==> src/rtl/vec_pkg.sv <==
// rtl/vec_pkg.sv - shared constants and FSM encoding for the vector memory unit
package vec_pkg;

    localparam int ELEM_W   = 16;
    localparam int NUM_ELEM = 16;
    localparam int ADDR_W   = 16;
    localparam int VEC_W    = ELEM_W * NUM_ELEM;
    localparam int IDX_W    = $clog2(NUM_ELEM);

    localparam logic OP_VLD = 1'b0;
    localparam logic OP_VST = 1'b1;

    typedef enum logic [1:0] {
        ST_IDLE   = 2'd0,
        ST_ACCESS = 2'd1,
        ST_DONE   = 2'd2
    } state_t;

endpackage

==> src/rtl/vector_mem_unit.sv <==
// rtl/vector_mem_unit.sv - VLD/VST executor moving one vector element per memory handshake
module vector_mem_unit
    import vec_pkg::*;
(
    input  logic              clk,
    input  logic              rst,
    input  logic              start,
    input  logic              is_store,
    input  logic [ADDR_W-1:0] base_addr,
    input  logic [VEC_W-1:0]  st_data,
    output logic              busy,
    output logic              done,
    output logic [VEC_W-1:0]  ld_data,
    output logic [ADDR_W-1:0] mem_addr,
    output logic              mem_rd_en,
    output logic              mem_wr_en,
    output logic [ELEM_W-1:0] mem_wr_data,
    input  logic [ELEM_W-1:0] mem_rd_data,
    input  logic              mem_rdy
);

    state_t state;
    state_t state_nxt;

    logic [IDX_W-1:0]                   idx;
    logic [ADDR_W-1:0]                  base_q;
    logic                               op_q;
    logic [NUM_ELEM-1:0][ELEM_W-1:0]    snap_q;
    logic [NUM_ELEM-1:0][ELEM_W-1:0]    shadow_q;
    logic [NUM_ELEM-1:0][ELEM_W-1:0]    shadow_fill;
    logic                               last_elem;

    assign last_elem = (idx == IDX_W'(NUM_ELEM - 1));

    // Shadow buffer with the current element merged in, so the final element reaches ld_data on the DONE edge
    always_comb begin
        shadow_fill      = shadow_q;
        shadow_fill[idx] = mem_rd_data;
    end

    // FSM state register
    always_ff @(posedge clk) begin
        if (rst) begin
            state <= ST_IDLE;
        end else begin
            state <= state_nxt;
        end
    end

    // Next-state and memory-port outputs; requests only ever leave the unit in ACCESS
    always_comb begin
        state_nxt   = state;
        busy        = 1'b0;
        done        = 1'b0;
        mem_rd_en   = 1'b0;
        mem_wr_en   = 1'b0;
        mem_addr    = '0;
        mem_wr_data = '0;
        case (state)
            ST_IDLE: begin
                if (start) begin
                    state_nxt = ST_ACCESS;
                end
            end
            ST_ACCESS: begin
                busy     = 1'b1;
                mem_addr = base_q + ADDR_W'(idx);
                if (op_q == OP_VST) begin
                    mem_wr_en   = 1'b1;
                    mem_wr_data = snap_q[idx];
                end else begin
                    mem_rd_en = 1'b1;
                end
                if (mem_rdy && last_elem) begin
                    state_nxt = ST_DONE;
                end
            end
            ST_DONE: begin
                done      = 1'b1;
                state_nxt = ST_IDLE;
            end
            default: begin
                state_nxt = ST_IDLE;
            end
        endcase
    end

    // Launch snapshot, element counter, load assembly and result publication
    always_ff @(posedge clk) begin
        if (rst) begin
            idx      <= '0;
            base_q   <= '0;
            op_q     <= OP_VLD;
            snap_q   <= '0;
            shadow_q <= '0;
            ld_data  <= '0;
        end else begin
            case (state)
                ST_IDLE: begin
                    if (start) begin
                        idx    <= '0;
                        base_q <= base_addr;
                        op_q   <= is_store;
                        snap_q <= st_data;
                    end
                end
                ST_ACCESS: begin
                    if (mem_rdy) begin
                        idx <= idx + 1'b1;
                        if (op_q == OP_VLD) begin
                            shadow_q <= shadow_fill;
                            if (last_elem) begin
                                ld_data <= shadow_fill;
                            end
                        end
                    end
                end
                default: begin
                end
            endcase
        end
    end

endmodule
==> config.mk <==
export PLATFORM = sky130hd
export DESIGN_NAME = vector_mem_unit
export DESIGN_NICKNAME = d
export VERILOG_FILES = /design/src/rtl/vec_pkg.sv /design/src/rtl/vector_mem_unit.sv
export SDC_FILE = /design/constraint.sdc
export NUM_CORES = 2
export LEC_CHECK = 0
export ABC_AREA = 0
export BUFFER_PORTS_ARGS = -buffer_cell sky130_fd_sc_hd__buf_2
export CAP_MARGIN = 20
export CORE_MARGIN = 1
export CORE_UTILIZATION = 44
export CTS_CLUSTER_SIZE = 40
export DETAILED_ROUTE_END_ITERATION = 10
export PLACE_DENSITY = 0.68
export SLEW_MARGIN = 10
export SYNTH_ARGS = -nofsm -noshare
export SYNTH_HDL_FRONTEND = slang
export SYNTH_SLANG_ARGS = --single-unit
==> constraint.sdc <==
create_clock -name clk -period 3 [get_ports clk]
set_input_delay 0.75 -clock clk [delete_from_list [all_inputs] [get_ports clk]]
set_output_delay 0.75 -clock clk [all_outputs]
set_load 0.02 [all_outputs]
==> results.json <==
{
  "seq_area_mm2": 0.01553,
  "maxSlewViolCount": 0,
  "routabilityCongestion": 0.9131,
  "powerDensity_mw_per_mm2": 600.8,
  "failed_checks": "setup timing",
  "cp_slowest_cell": "dfxtp_4",
  "fmax_mhz": 297.3,
  "slew_headroom_pct": 36.14,
  "clkTransAtPathRegs_ns": 0.07,
  "critPathTopFamily": "adder cells",
  "antenna_found_initial": 29,
  "highest_layer": "met5",
  "synth-simple-area-share_pct": 11.61,
  "min_path_type": "in2reg",
  "synth_compound_area_share_pct": 19.57,
  "core-area_mm2": 0.06907,
  "period_needed_ns": 3.364,
  "drive_above_1_share_pct": 28.63,
  "cts.sinks": 775,
  "nets": 3924,
  "synthTopCellsByCount": "dfxtp_1 (775), nand2_1 (530), a22o_1 (271)",
  "postSynth.topFlopCell": "dfxtp_1",
  "ys_seq_area_share_pct": 50.19,
  "io-pin-count": 585,
  "fillCellCount": 6092,
  "dr_wl_met3_um": 6778,
  "drt-met1-wl_um": 42220,
  "htree_num_levels": 3,
  "drtPass1Iterations": 5,
  "crit_chain": "ha_4 -> inv_2 -> fa_2 -> nand2b_4 -> a21o_4 -> buf_6 -> or3_4 -> a21oi_2 -> buf_4",
  "multi_input_area_mm2": 0.01409,
  "cp.depth": 9,
  "hold_buffers": 0,
  "avgSynthCellArea_um2": 9.789,
  "synth-seq-cells": 775,
  "grt_pass1_wl_um": 148300,
  "syn2layout_area_growth_pct": 24.63,
  "via_per_inst": 5.507,
  "dr.first_iter.drc_count": 2329,
  "cts-root-buf": "clkbuf_16",
  "p_leak_nw": 15.73,
  "track_usage_pct": 27.27,
  "crit_path_max_incr_delay_ns": 0.37,
  "cts_tree": "done",
  "synthArstFlopShare_pct": 0,
  "ff2ff_setup_slack_ns": 0.11,
  "synth_top_family_by_area": "compound AO/OA/AOI/OAI gates",
  "yosys.area.top_type_share_pct": 50.19,
  "grt_overflow": 0,
  "path_buf_inv": 3,
  "grt_pass1_vias": 23930,
  "synthMuxAreaShare_pct": 12.53,
  "synth.largest_area_cell": "dfxtp_1",
  "die_h_um": 267.1,
  "synthAdderAreaFrac_pct": 0.3886,
  "endpoint_kind": "primary output",
  "syn_inst": 3158,
  "critPathLaunchType": "register",
  "synth-edff-count": 0,
  "setup_viol": 25,
  "drc_errors": 0,
  "numPortBuffers": 584,
  "power_mw": 23.15,
  "dp_hpwl_um": 66770,
  "rr_startpoint": "idx[0]",
  "critPathLaunch": "idx[0]",
  "insertion_delay_ns": 0.63,
  "post-synth-top-count-cell": "dfxtp_1",
  "peakVddDrop_mv": 0.4782,
  "fin_skew_ns": 0.02371,
  "cts_buffers": 81,
  "clockBufferDepth": 3,
  "fin_ws_ns": -0.3640,
  "core.rowCount": 96,
  "hold_viol_final": 0,
  "required_ns": 2.25,
  "crit_arrival_ns": 2.61,
  "ys_types": 54,
  "worst_r2r_endpoint": "shadow_q[227]",
  "die_area_mm2": 0.07132,
  "ys_warn_count": 0,
  "setup.worst_path.end": "mem_addr[10]",
  "cp_max_fo": 4,
  "critPathKind": "reg2out",
  "vias": 25570,
  "wire_per_inst_um": 21.70,
  "rsz0062_at_grt": "true",
  "tightest_slew_ns": 0.9579,
  "synth_fp_nets": 3460,
  "maxCapViolCount": 0,
  "grt_max_degree": 156,
  "synth_area_leaders": "dfxtp_1 (50%), mux2i_1 (7.9%), a22o_1 (7.7%), nand2_1 (6.4%), a211oi_1 (5.2%)",
  "rr_worst_depth": 13,
  "period_share_pct": 112.1,
  "drt-total-wl_um": 100800,
  "die_w_um": 267.1,
  "wl_met2_um": 47790,
  "initial_core_util_pct": 44.76,
  "synth_xor_area_share_pct": 0.1700,
  "status": "finished, violations left",
  "syn_area_mm2": 0.03091,
  "antenna_left": 0,
  "final_util_pct": 55.78
}
per-layer routing:
metal / vias up / GRT usage (%)
li1: 12170 / -
met1: 12280 / 35.03
met2: 914 / 44.49
met3: 199 / 5.517
met4: 6 / 11.54
met5: - / 0
cell type report:
cell class	count	area share, %
tap	931	3.024
multi-input combinational	2020	36.58
clock inverter	34	1.250
antenna	27	0.1754
timing repair buffer	706	12.07
inverter	38	0.3735
sequential	775	40.31
clock buffer	112	6.223
cell families after synthesis:
logic type	count (synthesis)
buffers and inverters	363
AO/OA/AOI/OAI	827
multiplexers	307
AND/OR/NAND/NOR	871
flip-flops	775
XOR/XNOR	6
adder cells (fa/ha/maj)	9
state kept, by name (all words and copies together) (netlist names):
signal    flops
base_q       16
state         2
ld_data     256
shadow_q    240
idx           4
op_q          1
snap_q      256
through the flow:
step / hold WS, ns / setup TNS [ns] / cell area (um2) / std cells / worst slack [ns]
global placement: 0.4404 / 0 / 34630 / 4445 / 0.08178
global route: 0.3101 / -8.380 / 38510 / 4636 / -0.4235
floorplan: 0.4357 / 0 / 30970 / 3158 / 0.02218
CTS: 0.2974 / -7.199 / 38280 / 4611 / -0.4247
detailed placement: 0.4456 / 0 / 34630 / 4445 / 0.05960
finish: 0.3271 / -6.570 / 38520 / 4643 / -0.3640
what timing repair did:
| item | CTS | global route |
|---|---|---|
| setup buffers | 12 | 3 |
| cloned | 9 | 2 |
| pin swaps | 25 | 13 |
| endpoints found under the setup margin | 30 | 163 |
| gates resized for setup | 107 | 34 |
| endpoints found under the hold margin | 0 | 0 |
worst min-delay path by stage:
stage | from | to | slack, ns | cells past startpoint
floorplan | shadow_q[0] | shadow_q[0] | 0.44 | 2
global placement | ld_data[247] | ld_data[247] | 0.44 | 2
detailed placement | shadow_q[31] | shadow_q[31] | 0.45 | 2
CTS | st_data[173] | snap_q[173] | 0.30 | 2
global route | st_data[173] | snap_q[173] | 0.31 | 2
finish | st_data[236] | snap_q[236] | 0.33 | 2
cell usage in the layout (no fill, tap or decap), types with 6 or more instances in the layout:
cell type  count
o221ai_2      10
buf_6         16
clkbuf_8      19
dfxtp_1      768
nand2_1      526
diode_2       27
nand3b_1      10
a22o_1       271
buf_12        30
a21oi_1      260
or2_2         12
nand3_1        6
clkbuf_16     86
inv_1         21
inv_2         16
bufinv_16     10
a22oi_2       15
buf_4         89
clkbuf_1       9
a211oi_1     211
mux4_2        64
buf_2        555
nor2_1       260
and2_1         7
clkinv_2      14
buf_16        13
nor2_4        11
a211oi_2      31
mux2i_1      243
report_power, final:
part | internal [mW] | leakage, nW | total, mW | switching, mW
Clock | 6.47 | 1.41 | 10.8 | 4.29
Combinational | 0.724 | 8.03 | 1.63 | 0.905
Sequential | 10.6 | 6.29 | 10.8 | 0.188
Total | 17.8 | 15.7 | 23.1 | 5.38
No activity file was read; power rests on OpenSTA's default activity.
